$ cat src/rtl/jt900h_busarb_if.sv
// Request/grant and RAM-pin bundle shared by the CPU memory controller, the micro-DMA
// engine and the external 16-bit RAM port arbiter.
interface jt900h_busarb_if;
    logic        cpu_req;
    logic [23:0] cpu_addr;
    logic [15:0] cpu_din;
    logic [1:0]  cpu_we;
    logic        cpu_ok;

    logic        dma_req;
    logic [23:0] dma_addr;
    logic [15:0] dma_din;
    logic [1:0]  dma_we;
    logic        dma_ok;

    logic [15:0] dout;
    logic        dma_gnt;

    logic [23:0] ram_addr;
    logic [15:0] ram_din;
    logic [1:0]  ram_we;
    logic [15:0] ram_dout;

    // Arbiter side
    modport slave (
        input  cpu_req, cpu_addr, cpu_din, cpu_we,
        input  dma_req, dma_addr, dma_din, dma_we,
        input  ram_dout,
        output cpu_ok, dma_ok, dout, dma_gnt,
        output ram_addr, ram_din, ram_we
    );

    // Requesters and RAM model side
    modport master (
        output cpu_req, cpu_addr, cpu_din, cpu_we,
        output dma_req, dma_addr, dma_din, dma_we,
        output ram_dout,
        input  cpu_ok, dma_ok, dout, dma_gnt,
        input  ram_addr, ram_din, ram_we
    );
endinterface

$ cat src/rtl/jt900h_busarb.sv
// External RAM port arbiter: DMA has priority, a streak limit guarantees the CPU a slot.
// Every access is address/data out, fixed read latency, then a one-cen-period ok pulse.
module jt900h_busarb #(
    parameter int unsigned RD_LAT  = 1,
    parameter int unsigned DMA_MAX = 4
) (
    input  logic            clk,
    input  logic            rst,
    input  logic            cen,
    jt900h_busarb_if.slave  bus
);

    localparam logic [1:0] RdLat  = 2'(RD_LAT);
    localparam logic [3:0] DmaMax = 4'(DMA_MAX);

    typedef enum logic {StIdle, StAcc} state_e;

    state_e      state_q, state_d;
    logic        owner_q, owner_d;      // 1 = DMA owns the current access
    logic [1:0]  lat_q, lat_d;
    logic [3:0]  streak_q, streak_d;
    logic [23:0] ram_addr_q, ram_addr_d;
    logic [15:0] ram_din_q, ram_din_d;
    logic [1:0]  ram_we_q, ram_we_d;
    logic        cpu_ok_q, cpu_ok_d;
    logic        dma_ok_q, dma_ok_d;
    logic [15:0] dout_q, dout_d;
    logic        cpu_wins;
    logic        acc_done;

    always_ff @(posedge clk or posedge rst) begin
        if (rst) begin
            state_q <= StIdle;
        end else if (cen) begin
            state_q <= state_d;
        end
    end

    assign acc_done = (ram_we_q != 2'b00) || (lat_q == 2'd1);

    always_comb begin
        state_d = state_q;
        unique case (state_q)
            StIdle: if (bus.cpu_req || bus.dma_req) state_d = StAcc;
            StAcc:  if (acc_done) state_d = StIdle;
        endcase
    end

    // CPU only beats a pending DMA request once the DMA streak hits its limit
    assign cpu_wins = bus.cpu_req && (!bus.dma_req || streak_q == DmaMax);

    always_comb begin
        owner_d    = owner_q;
        lat_d      = lat_q;
        streak_d   = streak_q;
        ram_addr_d = ram_addr_q;
        ram_din_d  = ram_din_q;
        ram_we_d   = ram_we_q;
        cpu_ok_d   = cpu_ok_q;
        dma_ok_d   = dma_ok_q;
        dout_d     = dout_q;
        unique case (state_q)
            StIdle: begin
                cpu_ok_d = 1'b0;
                dma_ok_d = 1'b0;
                if (!bus.dma_req) streak_d = 4'd0;
                if (cpu_wins) begin
                    owner_d    = 1'b0;
                    streak_d   = 4'd0;
                    ram_addr_d = bus.cpu_addr;
                    ram_din_d  = bus.cpu_din;
                    ram_we_d   = bus.cpu_we;
                    lat_d      = RdLat;
                end else if (bus.dma_req) begin
                    owner_d    = 1'b1;
                    streak_d   = (streak_q == DmaMax) ? streak_q : streak_q + 4'd1;
                    ram_addr_d = bus.dma_addr;
                    ram_din_d  = bus.dma_din;
                    ram_we_d   = bus.dma_we;
                    lat_d      = RdLat;
                end
            end
            StAcc: begin
                if (ram_we_q != 2'b00) begin
                    ram_we_d = 2'b00;
                end else begin
                    lat_d = lat_q - 2'd1;
                    if (lat_q == 2'd1) dout_d = bus.ram_dout;
                end
                if (acc_done) begin
                    if (owner_q) dma_ok_d = 1'b1;
                    else         cpu_ok_d = 1'b1;
                end
            end
        endcase
    end

    always_ff @(posedge clk or posedge rst) begin
        if (rst) begin
            owner_q    <= 1'b0;
            lat_q      <= 2'd0;
            streak_q   <= 4'd0;
            ram_addr_q <= 24'd0;
            ram_din_q  <= 16'd0;
            ram_we_q   <= 2'b00;
            cpu_ok_q   <= 1'b0;
            dma_ok_q   <= 1'b0;
            dout_q     <= 16'd0;
        end else if (cen) begin
            owner_q    <= owner_d;
            lat_q      <= lat_d;
            streak_q   <= streak_d;
            ram_addr_q <= ram_addr_d;
            ram_din_q  <= ram_din_d;
            ram_we_q   <= ram_we_d;
            cpu_ok_q   <= cpu_ok_d;
            dma_ok_q   <= dma_ok_d;
            dout_q     <= dout_d;
        end
    end

    assign bus.ram_addr = ram_addr_q;
    assign bus.ram_din  = ram_din_q;
    assign bus.ram_we   = ram_we_q;
    assign bus.cpu_ok   = cpu_ok_q;
    assign bus.dma_ok   = dma_ok_q;
    assign bus.dout     = dout_q;
    assign bus.dma_gnt  = (state_q == StAcc) && owner_q;

    a_ok_excl: assert property (@(posedge clk) disable iff (rst) !(cpu_ok_q && dma_ok_q));
    a_we_acc:  assert property (@(posedge clk) disable iff (rst)
                                (ram_we_q != 2'b00) |-> (state_q == StAcc));

endmodule

$ cat src/flat_wrapper.sv
// flat-port wrapper written by rule: the top's interface ports become plain ports
module jt900h_busarb_flat 
#(
    parameter int unsigned RD_LAT  = 1,
    parameter int unsigned DMA_MAX = 4
)
  (clk, rst, cen, bus_cpu_req, bus_cpu_addr, bus_cpu_din, bus_cpu_we, bus_dma_req, bus_dma_addr, bus_dma_din, bus_dma_we, bus_ram_dout, bus_cpu_ok, bus_dma_ok, bus_dout, bus_dma_gnt, bus_ram_addr, bus_ram_din, bus_ram_we);
  jt900h_busarb_if bus_i ();
  input  logic clk;
  input  logic rst;
  input  logic cen;
  input wire logic [$bits(bus_i.cpu_req)-1:0] bus_cpu_req;
  input wire logic [$bits(bus_i.cpu_addr)-1:0] bus_cpu_addr;
  input wire logic [$bits(bus_i.cpu_din)-1:0] bus_cpu_din;
  input wire logic [$bits(bus_i.cpu_we)-1:0] bus_cpu_we;
  input wire logic [$bits(bus_i.dma_req)-1:0] bus_dma_req;
  input wire logic [$bits(bus_i.dma_addr)-1:0] bus_dma_addr;
  input wire logic [$bits(bus_i.dma_din)-1:0] bus_dma_din;
  input wire logic [$bits(bus_i.dma_we)-1:0] bus_dma_we;
  input wire logic [$bits(bus_i.ram_dout)-1:0] bus_ram_dout;
  output wire logic [$bits(bus_i.cpu_ok)-1:0] bus_cpu_ok;
  output wire logic [$bits(bus_i.dma_ok)-1:0] bus_dma_ok;
  output wire logic [$bits(bus_i.dout)-1:0] bus_dout;
  output wire logic [$bits(bus_i.dma_gnt)-1:0] bus_dma_gnt;
  output wire logic [$bits(bus_i.ram_addr)-1:0] bus_ram_addr;
  output wire logic [$bits(bus_i.ram_din)-1:0] bus_ram_din;
  output wire logic [$bits(bus_i.ram_we)-1:0] bus_ram_we;
  assign bus_i.cpu_req = bus_cpu_req;
  assign bus_i.cpu_addr = bus_cpu_addr;
  assign bus_i.cpu_din = bus_cpu_din;
  assign bus_i.cpu_we = bus_cpu_we;
  assign bus_i.dma_req = bus_dma_req;
  assign bus_i.dma_addr = bus_dma_addr;
  assign bus_i.dma_din = bus_dma_din;
  assign bus_i.dma_we = bus_dma_we;
  assign bus_i.ram_dout = bus_ram_dout;
  assign bus_cpu_ok = bus_i.cpu_ok;
  assign bus_dma_ok = bus_i.dma_ok;
  assign bus_dout = bus_i.dout;
  assign bus_dma_gnt = bus_i.dma_gnt;
  assign bus_ram_addr = bus_i.ram_addr;
  assign bus_ram_din = bus_i.ram_din;
  assign bus_ram_we = bus_i.ram_we;
  jt900h_busarb #(.RD_LAT(RD_LAT), .DMA_MAX(DMA_MAX)) u_core (.clk(clk), .rst(rst), .cen(cen), .bus(bus_i));
endmodule
$ cat config.mk
export PLATFORM = sky130hd
export DESIGN_NAME = jt900h_busarb_flat
export DESIGN_NICKNAME = d
export VERILOG_FILES = /design/src/rtl/jt900h_busarb_if.sv /design/src/rtl/jt900h_busarb.sv /design/src/flat_wrapper.sv
export SDC_FILE = /design/constraint.sdc
export NUM_CORES = 1
export LEC_CHECK = 0
export BUFFER_PORTS_ARGS = -buffer_cell sky130_fd_sc_hd__buf_2
export CAP_MARGIN = 10
export CORE_ASPECT_RATIO = 0.75
export CORE_MARGIN = 5
export CORE_UTILIZATION = 41
export CTS_CLUSTER_SIZE = 40
export DETAILED_ROUTE_END_ITERATION = 8
export PLACE_DENSITY = 0.8
export RECOVER_POWER = 25
export SLEW_MARGIN = 10
export SYNTH_ARGS = -nofsm -noshare
export SYNTH_HDL_FRONTEND = slang
export SYNTH_SLANG_ARGS = --single-unit
export TNS_END_PERCENT = 30
$ cat constraint.sdc
create_clock -name clk -period 2.75 [get_ports clk]
set_input_delay 0.55 -clock clk [delete_from_list [all_inputs] [get_ports clk]]
set_output_delay 0.55 -clock clk [all_outputs]
set_load 0.01 [all_outputs]
======== Word-level counts from Yosys, hierarchy flattened ========
Cells that the tools add are included.
operators by class
  reduce and logical (&&, ||, !) cells .... 15
  bitwise logic cells ..................... 2
  add/sub/neg operators ................... 2
  mux-type cells .......................... 26
  equality and inequality tests ........... 9
operators with widths
  cell                                                                     count
  24-bit two-way mux                                                       2
  16-bit two-way mux                                                       2
  3-bit AND reduction                                                      6
  2-bit two-way mux                                                        6
  4-bit two-way mux                                                        3
  2-bit inequality test, second input constant                             5
  1-bit two-way mux                                                        8
  2-bit case mux with 2 select lines                                       2
  3-bit by 2-bit inequality test with 1-bit output, second input constant  2
  1-bit case mux with 2 select lines                                       3
  4-bit by 1-bit adder with 4-bit output, second input constant            1
  4-bit by 3-bit equality test with 1-bit output, second input constant    1
  4-bit AND reduction                                                      1
  2-bit nonzero test                                                       2
  1-bit logical OR                                                         3
  2-bit by 1-bit equality test with 1-bit output, second input constant    1
  1-bit logical AND                                                        2
  1-bit inverter                                                           2
  2-bit by 1-bit subtractor with 2-bit output, second input constant       1
  1-bit zero test                                                          1
word-level totals
  register bits after elaboration ......... 68
  input bits .............................. 105

======== Depth between registers and ports, before layout ========
Gate-level depths: netlist (run 1).
  word-level depth ........................ 5
  mapped depth ............................ 7

======== Least setup slack after synthesis (run 1) ========
OpenSTA, ideal clock, no wires.
  kind .................................... input -> register
  start ................................... input bus_dma_req
  end ..................................... register u_core.state_q
  slack ................................... 1.057 ns
  buffers on the path ..................... 4
  stages on the path ...................... 7
  data arrival time ....................... 1.569 ns
  required time ........................... 2.626 ns
  setup time .............................. 0.124 ns
  path through ............................ buf_2 or2_1 buf_2 and2_4 buf_6 buf_6 o21bai_1
between the ends
  word-level cells in the longest chain between the ends .. 3
RTL lines
  element                             RTL line             source
  start: declaration                  flat_wrapper.sv:16   input wire logic [$bits(bus_i.dma_req)-1:0] bus_dma_req;
  1-bit logical OR                    jt900h_busarb.sv:44  StIdle: if (bus.cpu_req || bus.dma_req) state_d = StAcc;
  1-bit two-way mux                   jt900h_busarb.sv:44
  1-bit case mux with 2 select lines  jt900h_busarb.sv:43  unique case (state_q)
  end signal: assignment              jt900h_busarb.sv:33  state_q <= StIdle;
  end signal: assignment              jt900h_busarb.sv:35  state_q <= state_d;
  end: declaration                    jt900h_busarb.sv:18  state_e state_q, state_d;
No other way between the ends.
A chain may end at the register's enable or synchronous reset.

======== Worst setup path after layout (run 1) ========
  start ................................... register u_core.streak_q[0]
  end ..................................... register u_core.ram_din_q[3], in the netlist u_core.bus.ram_din[3]
between the ends
  word-level cells in the longest chain between the ends .. 5
  elaborated cells between the ends (all ways) .. 6
RTL lines
  element                                             RTL line              source
  start: declaration                                  jt900h_busarb.sv:21   logic [3:0] streak_q, streak_d;
  start signal: assignment                            jt900h_busarb.sv:112  streak_q <= streak_d;
  4-bit by 3-bit equality test with 1-bit output (*)  jt900h_busarb.sv:50   assign cpu_wins = bus.cpu_req && (!bus.dma_req || streak_q == DmaMax);
  1-bit logical OR (*)                                jt900h_busarb.sv:50
  1-bit logical AND (*)                               jt900h_busarb.sv:50
  2-bit nonzero test (no source line)                 --
  3-bit AND reduction (no source line)                --
  end signal: assignment                              jt900h_busarb.sv:114  ram_din_q <= ram_din_d;
  end: declaration                                    jt900h_busarb.sv:23   logic [15:0] ram_din_q, ram_din_d;
Every way passes the cells marked *; elsewhere a longest branch is shown, timed or not.

==> impl_metrics.csv, run 1 <==
group,metric,value,unit
synth,synth-seq-cells,68,
placement,io_buffers,165,
floorplanning,initial_core_util,41.4,%
floorplanning,die_x,119,um
finish,drive_above_1_share,50.4,%
synth,yosysMostFrequentCell,"dfrtp_1",
timing,setup_viol,0,
global_routing,grtUsageTotal,18.6,%
timing,final_hold_viol_count,0,
synth,ys_top_cells_by_area,"dfrtp_1, o221ai_2, nand4_1",
power,max-vdd-ir-drop,369,uV
timing,layout_min_cycle_time,1.76,ns
floorplanning,core_area,0.00890,mm2
worst_setup_path,crit_type,"reg2reg",
worst_hold_path,hold_start,"bus_ram_dout[1]",
placement,dp.cells,590,
route,drt_iter0_markers,158,
status,status,"completed",
finish,instances_no_fill,606,
power,power_switching_share,34.3,%
synth,yosys.cell_types.count,39,
power,p_leak,2.27,nW
finish,fin_area,0.00489,mm2
timing,finalMaxSlewViolations,0,
timing,fin_ws,0.988,ns
timing,hold_ws,0.452,ns
worst_setup_path,r2r_start,"u_core.streak_q[0]",
synth,synth_top_cells_by_count,"dfrtp_1, inv_1, nand3_1",
finish,final_util,55.0,%
floorplanning,die_height,92.1,um
finish,syn_to_final_growth,32.9,%
synth,synth.largest_area_cell,"dfrtp_1",
clock_tree,htree_levels,3,
clock_tree,cts_resized,0,
power,internal_power,3.28,mW
worst_hold_path,min_path_type,"in2reg",
timing,max_freq,0.568,GHz
synth,avgSynthCellArea,10.8,um2
timing,min_period_over_period,64.1,%
power,totalPowerFinal,4.99,mW
power,share_comb_of_total_power,39.0,%
synth,yosysWarnings,0,
synth,synth-async-reset-ratio,100,%
floorplanning,rows,30,
finish,fillers,790,
worst_setup_path,crit_chain,"inv_1 -> ha_1 -> and3b_1 -> o21ai_4 -> buf_4 -> o221ai_2",
route,wire_per_inst,16.7,um
worst_setup_path,worstPathArrival,1.95,ns
synth,synth_top_area_share,46.2,%
global_routing,antenna_found_initial,0,
synth,synth_edf_count,0,
power,p_switching,1.71,mW
timing,rsz0062_at_grt,"no",
worst_setup_path,slowest_delay,0.41,ns
power,pwr_density_cell,1020,mW/mm2
synth,syn_inst,342,
timing,maxSlewHeadroom,13.0,%
finish,multi_input_area,0.00163,mm2
job,drv_cap,0,
worst_setup_path,worstPathRequired,2.94,ns
timing,worst_slew_pin_slew,1.30,ns
worst_setup_path,slowest_stage,"dfrtp_1",
placement,placed_cell_area,0.00455,mm2
synth,syn_area,0.00368,mm2
power,p_seq_share,34.7,%
finish,regArea,0.00170,mm2
synth,ys_seq_area_share,46.2,%
clock_tree,cts_buffers,9,
global_routing,grt_max_degree,89,
power,power_frac_clock,26.4,%
worst_setup_path,crit_fanout,21,
finish,final_nets,597,
clock_tree,clkSinkCount,68,
worst_setup_path,crit_start,"u_core.streak_q[0]",
global_routing,grt_pass1_vias,3438,
route,ant_nets,0,
clock_tree,cts.clk_slew.worst_paths,0.06,ns
clock_tree,postCtsSetupBuffers,0,
global_routing,grt_pass1_wl,16600,um
timing,fin_worst_skew,0.00883,ns
finish,antenna_cells,0,
worst_setup_path,end_kind,"flip-flop",
worst_hold_path,whs_path_depth,2,
route,viasPerCell,5.39,
route,vias,3264,
floorplanning,io_pins,166,
global_routing,gr-total-overflow,0,
clock_tree,clkLatencyLatePin,0.33,ns
floorplanning,dieArea,0.0110,mm2
clock_tree,tritoncts,"yes",
route,dr.pass1.iters,4,
route,wirelength,10100,um
worst_setup_path,r2r_cells,6,
placement,post-place-ws,0.661,ns
placement,place_hpwl,7130,um
placement,globalplace.congestion,0.819,
synth,synth_top_flop_cell,"dfrtp_1",
clock_tree,cts_hold_buf,0,
worst_setup_path,crit_path_start_kind,"flip-flop",
clock_tree,clock_path_buffers,2,
synth,syn-num-nets,450,
clock_tree,clock-root-buffer,"clkbuf_16",
route,drcViolationCount,0,
timing,setup_tns,0,ns
area by class of cell:
cell class                 count  area share, %
multi-input combinational    191           33.2
sequential                    68           34.8
clock buffer                  10           4.68
timing repair buffer         173           18.6
tap                          112           2.86
inverter                      46           3.53
clock inverter                 6           2.30
cell families (layout without fill, tap and decap cells):
logic type / count (synthesis) / after routing / share of synthesized area, %
buffers and inverters: 83 / 235 / 10.2
AO/OA/AOI/OAI: 61 / 61 / 20.4
adder cells (fa/ha/maj): 3 / 3 / 1.02
multiplexers: 17 / 17 / 5.20
AND/OR/NAND/NOR: 110 / 110 / 17.0
flip-flops: 68 / 68 / 46.2
worst paths after layout:
| check | to | slack (ns) |
|---|---|---|
| min | u_core.bus.dout[1] | 0.45 |
| max reg2reg | u_core.bus.ram_din[3] | 0.99 |
| min reg2reg | u_core.lat_q[0] | 0.48 |
| max | u_core.bus.ram_din[3] | 0.99 |
| min in group asynchronous | u_core.bus.dout[15] | 0.58 |
| max in group asynchronous | u_core.streak_q[1] | 1.32 |
metal layers:
metal | vias to the layer above | part of all wire, % | track usage, %
li1 | 1570 | - | -
met3 | 14 | 7.3 | 5.92
met1 | 1561 | 45 | 23.2
met4 | 0 | 1.1 | 4.39
met5 | - | 0 | 0
met2 | 119 | 47 | 31.6
sequential cells by signal, indices dropped and copies added (netlist names):
register             flops
u_core.bus.ram_addr     24
u_core.bus.dout         16
u_core.bus.ram_din      16
u_core.streak_q          4
u_core.bus.ram_we        2
u_core.lat_q             2
u_core.bus.cpu_ok        1
u_core.bus.dma_ok        1
u_core.owner_q           1
u_core.state_q           1
critical path, delay by kind of cell (launching register included):
family          cells  cell delay, ns
flops               1            0.41
compound gates      2            0.29
simple gates        1            0.25
fa+ha+maj           1            0.22
buf+inv             2            0.44
layout by cell type (no fill, tap or decap), types with 2 or more instances in the layout:
master | synthesis | final
a31oi_1 | 2 | 2
nand2_1 | 8 | 8
a22o_1 | 2 | 2
o211ai_1 | 3 | 3
o41ai_1 | 2 | 2
nand4b_1 | 2 | 2
nor2b_1 | 3 | 2
a21oi_1 | 3 | 3
inv_1 | 46 | 46
o31ai_1 | 2 | 2
o221ai_2 | 39 | 39
mux2_2 | 17 | 17
nand4_1 | 41 | 41
bufinv_16 | 0 | 3
clkbuf_16 | 0 | 9
nor2_1 | 2 | 2
clkinv_4 | 0 | 2
buf_12 | 0 | 2
nor3_1 | 2 | 2
nand3_1 | 42 | 42
a211oi_1 | 3 | 3
buf_2 | 8 | 165
buf_4 | 2 | 6
ha_1 | 3 | 3
dfrtp_1 | 68 | 68
power groups by stage:
stage	Combinational, mW	Sequential, mW	Clock, mW
final	1.95	1.73	1.31
after CTS	1.98	1.73	1.35
after detailed placement	1.97	1.74	0
after floorplan	1.09	1.91	0
after global routing	2.14	1.80	1.39
after global placement	1.91	1.72	0
Note: power is estimated with default switching activity, not from simulation.
==> run 2: changes to the inputs <==
--- a/config.mk
+++ b/config.mk
@@ -12,7 +12,7 @@
 export CORE_UTILIZATION = 41
 export CTS_CLUSTER_SIZE = 40
 export DETAILED_ROUTE_END_ITERATION = 8
-export PLACE_DENSITY = 0.8
+export PLACE_DENSITY = 0.83
 export RECOVER_POWER = 25
 export SLEW_MARGIN = 10
 export SYNTH_ARGS = -nofsm -noshare
==> constraint.sdc (replaced) <==
create_clock -name clk -period 1.5 [get_ports clk]
set_input_delay 0.3 -clock clk [delete_from_list [all_inputs] [get_ports clk]]
set_output_delay 0.3 -clock clk [all_outputs]
set_load 0.01 [all_outputs]
==> impl_metrics.csv, run 2 (same netlist as run 1, synthesis figures left out) <==
group,metric,value,unit
worst_setup_path,r2r_cells,7,
finish,fillers,769,
worst_setup_path,crit_start,"u_core.streak_q[1]",
worst_setup_path,endpoint,"u_core.bus.ram_addr[3]",
route,wirelength,11000,um
finish,layout_commonest_cell,"buf_2",
placement,dp.cells,609,
timing,layout_min_cycle_time,1.50,ns
route,viasPerCell,5.51,
timing,finalMaxSlewViolations,0,
route,dr.pass1.iters,4,
finish,multi_input_area,0.00165,mm2
placement,place_hpwl,7790,um
timing,maxSlewHeadroom,38.4,%
worst_setup_path,r2r_start,"u_core.streak_q[1]",
timing,worst_slew_pin_slew,0.924,ns
clock_tree,clock-root-buffer,"clkbuf_16",
floorplanning,rows,30,
finish,layout_common_cells,"buf_2, dfrtp_1, inv_1",
timing,fin_worst_skew,0.0131,ns
timing,fin_ws,-0.00164,ns
finish,fin_area,0.00513,mm2
floorplanning,dieArea,0.0110,mm2
floorplanning,die_x,119,um
worst_setup_path,crit_path_start_kind,"flip-flop",
job,drv_cap,0,
timing,final_hold_viol_count,0,
clock_tree,htree_levels,3,
placement,globalplace.congestion,0.750,
route,wl_met1,4730,um
worst_hold_path,hold_start,"bus_ram_dout[9]",
power,p_leak,2.40,nW
worst_setup_path,crit_type,"reg2reg",
clock_tree,cts.clk_slew.worst_paths,0.06,ns
clock_tree,clkSinkCount,68,
placement,post-place-ws,-0.0698,ns
worst_setup_path,worstPathRequired,1.70,ns
route,highest_layer,"met4",
timing,rsz0062_at_grt,"yes",
worst_setup_path,worstPathArrival,1.71,ns
finish,antenna_cells,0,
global_routing,antenna_found_initial,0,
route,vias,3474,
global_routing,grt_pass1_vias,3647,
status,violations,"setup timing",
finish,syn_to_final_growth,39.3,%
floorplanning,initial_core_util,41.4,%
finish,largest_reg_flops,24,
floorplanning,io_pins,166,
route,ant_nets,0,
timing,min_period_over_period,100,%
placement,placed_cell_area,0.00473,mm2
clock_tree,tritoncts,"yes",
worst_hold_path,min_path_type,"in2reg",
clock_tree,cts_hold_buf,0,
worst_setup_path,end_kind,"flip-flop",
global_routing,grtUsageTotal,19.8,%
clock_tree,cts_buffers,9,
route,drcViolationCount,0,
route,route.met2.wl,5160,um
route,drt_iter0_markers,217,
clock_tree,clkLatencyLatePin,0.33,ns
power,pwr_density_cell,1810,mW/mm2
power,totalPowerFinal,9.27,mW
timing,setup_viol,1,
worst_setup_path,r2r_setup_slack,-0.002,ns
clock_tree,clock_path_buffers,2,
global_routing,grt_max_degree,69,
global_routing,grt_pass1_wl,17600,um
floorplanning,core_area,0.00890,mm2
worst_setup_path,crit_fanout,11,
placement,io_buffers,165,
finish,regArea,0.00170,mm2
timing,max_freq,0.666,GHz
route,wire_per_inst,17.5,um
global_routing,gr-total-overflow,0,
floorplanning,die_height,92.1,um
route,wl_met3,977,um
finish,drive_above_1_share,53.9,%
timing,setup_tns,-0.00164,ns
finish,instances_no_fill,630,
status,status,"complete, but fails checks",
power,max-vdd-ir-drop,827,uV
worst_setup_path,rr_endpoint,"u_core.bus.ram_addr[3]",
finish,final_nets,621,
run 2: worst min path at each step:
stage                                    end  slack (ns)  cells after the start
after floorplan           u_core.bus.dout[0]        0.45                      1
after global placement    u_core.bus.dout[7]        0.43                      3
after detailed placement  u_core.bus.dout[8]        0.43                      3
after CTS                 u_core.bus.dout[8]        0.08                      3
after global routing      u_core.bus.dout[2]        0.19                      2
final                     u_core.bus.dout[9]        0.20                      2
run 2: where the power goes:
group	internal, mW	switching [mW]	total [mW]
Combinational	1.97	2.02	3.99
Sequential	2.68	0.477	3.15
Clock	1.29	0.829	2.12
Total	5.94	3.33	9.27
run 2: worst max-delay path: stages, from the launching register on:
cell and delay (ns):
dfrtp_1 0.35, inv_2 0.06, ha_4 0.15, and3b_2 0.24
o21ai_4 0.17, buf_12 0.14, clkbuf_16 0.18, o221ai_2 0.09
run 2: routing by layer:
metal / vias up / global-route usage [%]
met3: 12 / 6.35
met5: - / 0
met1: 1679 / 24.4
met2: 168 / 33.1
met4: 0 / 6.39
li1: 1615 / -
run 2: cell type report:
cell class / count / area share, %
Timing Repair Buffer: 197 / 22.7
Clock inverter: 7 / 1.44
Tap cell: 112 / 2.73
Inverter: 46 / 3.44
Sequential cell: 68 / 33.2
Multi-Input combinational cell: 191 / 32.1
Clock buffer: 9 / 4.39
run 2: repair_timing:
| item | in CTS | in global routing |
|---|---|---|
| gates resized for setup | 2 | 6 |
| buffers inserted | 2 | 1 |
| endpoints found under the setup margin | 43 | 54 |
| gates cloned | 0 | 2 |
| pin swaps | 3 | 4 |
run 2: metrics by stage:
step | hold slack, ns | utilization [%]
2_1_floorplan | 0.450 | -
3_3_place_gp | 0.429 | 53.2
3_5_place_dp | 0.429 | 53.2
4_1_cts | 0.0788 | 56.8
5_1_grt | 0.191 | 57.7
6_report | 0.205 | 57.7
==> run 3: changes to the inputs <==
--- a/config.mk
+++ b/config.mk
@@ -12,6 +12,7 @@
 export CORE_UTILIZATION = 41
 export CTS_CLUSTER_SIZE = 40
 export DETAILED_ROUTE_END_ITERATION = 8
+export GPL_TIMING_DRIVEN = 0
 export PLACE_DENSITY = 0.83
 export RECOVER_POWER = 25
 export SLEW_MARGIN = 10
==> impl_metrics.csv, run 3 (same netlist as run 1, synthesis figures left out) <==
group,metric,value,unit
power,internal_power,5.98,mW
clock_tree,clock_path_buffers,2,
floorplanning,rows,30,
worst_setup_path,critical-path-top-delay-family,"simple AND/OR/NAND/NOR gates",
timing,layout_min_cycle_time,1.54,ns
power,power_switching_share,36.5,%
global_routing,antenna_found_initial,0,
status,violations,"setup timing",
finish,drive_above_1_share,53.9,%
route,viasPerCell,5.57,
global_routing,grt_max_degree,36,
finish,final_util,59.9,%
clock_tree,cts_hold_buf,0,
finish,final_nets,639,
finish,antenna_cells,0,
route,ant_nets,0,
global_routing,grt_pass1_vias,3833,
global_routing,grtUsageTotal,21.8,%
worst_setup_path,cp.depth,5,
worst_setup_path,worstPathRequired,1.75,ns
worst_setup_path,slowest_delay,0.48,ns
clock_tree,htree_levels,3,
timing,setup_viol,29,
job,drv_cap,0,
floorplanning,dieArea,0.0110,mm2
timing,finalMaxSlewViolations,0,
clock_tree,cts.clk_slew.worst_paths,0.06,ns
clock_tree,clkSinkCount,68,
worst_setup_path,slowest_stage,"or4_1",
power,p_leak,2.46,nW
worst_setup_path,r2r_start,"u_core.streak_q[1]",
finish,fillers,740,
worst_hold_path,min_path_type,"in2async",
worst_setup_path,end_kind,"flip-flop",
clock_tree,clkLatencyLatePin,0.33,ns
timing,hold_ws,0.0859,ns
floorplanning,core_area,0.00890,mm2
route,drcViolationCount,0,
worst_setup_path,crit_path_start_kind,"flip-flop",
route,drt_iter0_markers,277,
timing,fin_ws,-0.0437,ns
timing,setup_tns,-0.543,ns
placement,post-place-ws,-0.521,ns
timing,worst_slew_pin_slew,0.748,ns
worst_setup_path,crit_type,"reg2reg",
global_routing,gr-total-overflow,0,
worst_setup_path,r2r_setup_slack,-0.04,ns
route,dr.pass1.iters,4,
timing,final_hold_viol_count,0,
route,wirelength,12100,um
clock_tree,cts_buffers,9,
route,vias,3607,
clock_tree,clock-root-buffer,"clkbuf_16",
worst_setup_path,r2r_cells,5,
worst_setup_path,cp.buffers_inverters,1,
finish,multi_input_area,0.00173,mm2
power,pwr_density_cell,1760,mW/mm2
route,wire_per_inst,18.6,um
worst_setup_path,crit_fanout,3,
timing,min_period_over_period,103,%
floorplanning,io_pins,166,
finish,syn_to_final_growth,44.8,%
finish,regArea,0.00170,mm2
power,power_frac_clock,20.6,%
timing,maxSlewHeadroom,50.0,%
worst_setup_path,worstPathArrival,1.80,ns
placement,globalplace.congestion,0.815,
power,max-vdd-ir-drop,698,uV
worst_setup_path,rr_endpoint,"u_core.streak_q[3]",
clock_tree,tritoncts,"yes",
floorplanning,die_x,119,um
power,share_comb_of_total_power,45.7,%
timing,fin_worst_skew,0.00593,ns
power,p_seq_share,33.8,%
timing,max_freq,0.648,GHz
floorplanning,initial_core_util,41.4,%
finish,layout_commonest_cell,"buf_2",
power,p_switching,3.43,mW
status,status,"complete, but fails checks",
worst_setup_path,crit_start,"u_core.streak_q[1]",
finish,layout_common_cells,"buf_2, dfrtp_1, inv_1",
worst_setup_path,endpoint,"u_core.streak_q[3]",
finish,largest_reg_flops,24,
placement,place_hpwl,8720,um
global_routing,grt_pass1_wl,19200,um
worst_setup_path,crit_chain,"inv_2 -> ha_4 -> and3b_2 -> or4_1 -> o211ai_1",
placement,io_buffers,164,
timing,rsz0062_at_grt,"yes",
floorplanning,die_height,92.1,um
run 3: cell types whose count changed in the layout (fill, tap and decap cells not counted), moves of 3 or more:
cell / before / now
clkbuf_1: 1 / 12
buf_2: 164 / 170
clkbuf_2: 0 / 3
buf_6: 1 / 8
o221ai_4: 0 / 5
buf_4: 23 / 10
o221ai_2: 39 / 35
run 3: power groups by stage:
stage / Clock (mW) / Combinational [mW] / Sequential [mW]
global placement: 0 / 3.61 / 3.15
CTS: 1.97 / 4.07 / 3.16
global route: 2.06 / 4.66 / 3.28
detailed placement: 0 / 3.77 / 3.20
floorplan: 0 / 2.00 / 3.51
finish: 1.94 / 4.30 / 3.18
run 3: timing repair:
item / 4_1_cts / 5_1_grt
setup endpoints to repair: 55 / 57
buffers inserted: 7 / 2
pin swaps: 2 / 9
cloned: 1 / 3
gates resized for setup: 42 / 20
run 3: worst min-delay path by stage:
stage | from | end | cells after the start
after CTS | rst | u_core.bus.dout[9] | 2
after detailed placement | rst | u_core.bus.dout[9] | 2
after global placement | u_core.lat_q[0] | u_core.lat_q[0] | 1
final | rst | u_core.bus.ram_we[1] | 2
after floorplan | bus_ram_dout[0] | u_core.bus.dout[0] | 1
after global routing | rst | u_core.bus.dout[9] | 2
run 3: area by class of cell:
class                           count  share of cell area, %
Buffer                             37                   5.65
Clock buffer                       12                   4.62
Clock inverter                      4                  0.469
Inverter                           46                   3.31
Multi-Input combinational cell    191                   32.4
Sequential cell                    68                   31.9
Tap cell                          112                   2.63
Timing Repair Buffer              178                   18.9
run 3: per-layer routing:
metal / wire length (um) / track usage (%) / part of all wire, % / vias to the layer above
li1: - / - / - / 1664
met1: 5300 / 27.5 / 44 / 1758
met2: 5660 / 34.9 / 47 / 165
met3: 958 / 8.14 / 7.9 / 20
met4: 137 / 6.86 / 1.1 / 0
met5: 0 / 0 / 0 / -
run 3: stage by stage:
step	std cells	power, mW	area [um2]
after floorplan	342	5.51	3690
after global placement	618	6.76	4650
after detailed placement	619	6.97	4670
after CTS	643	9.20	5160
after global routing	648	10.0	5330
final	648	9.41	5330
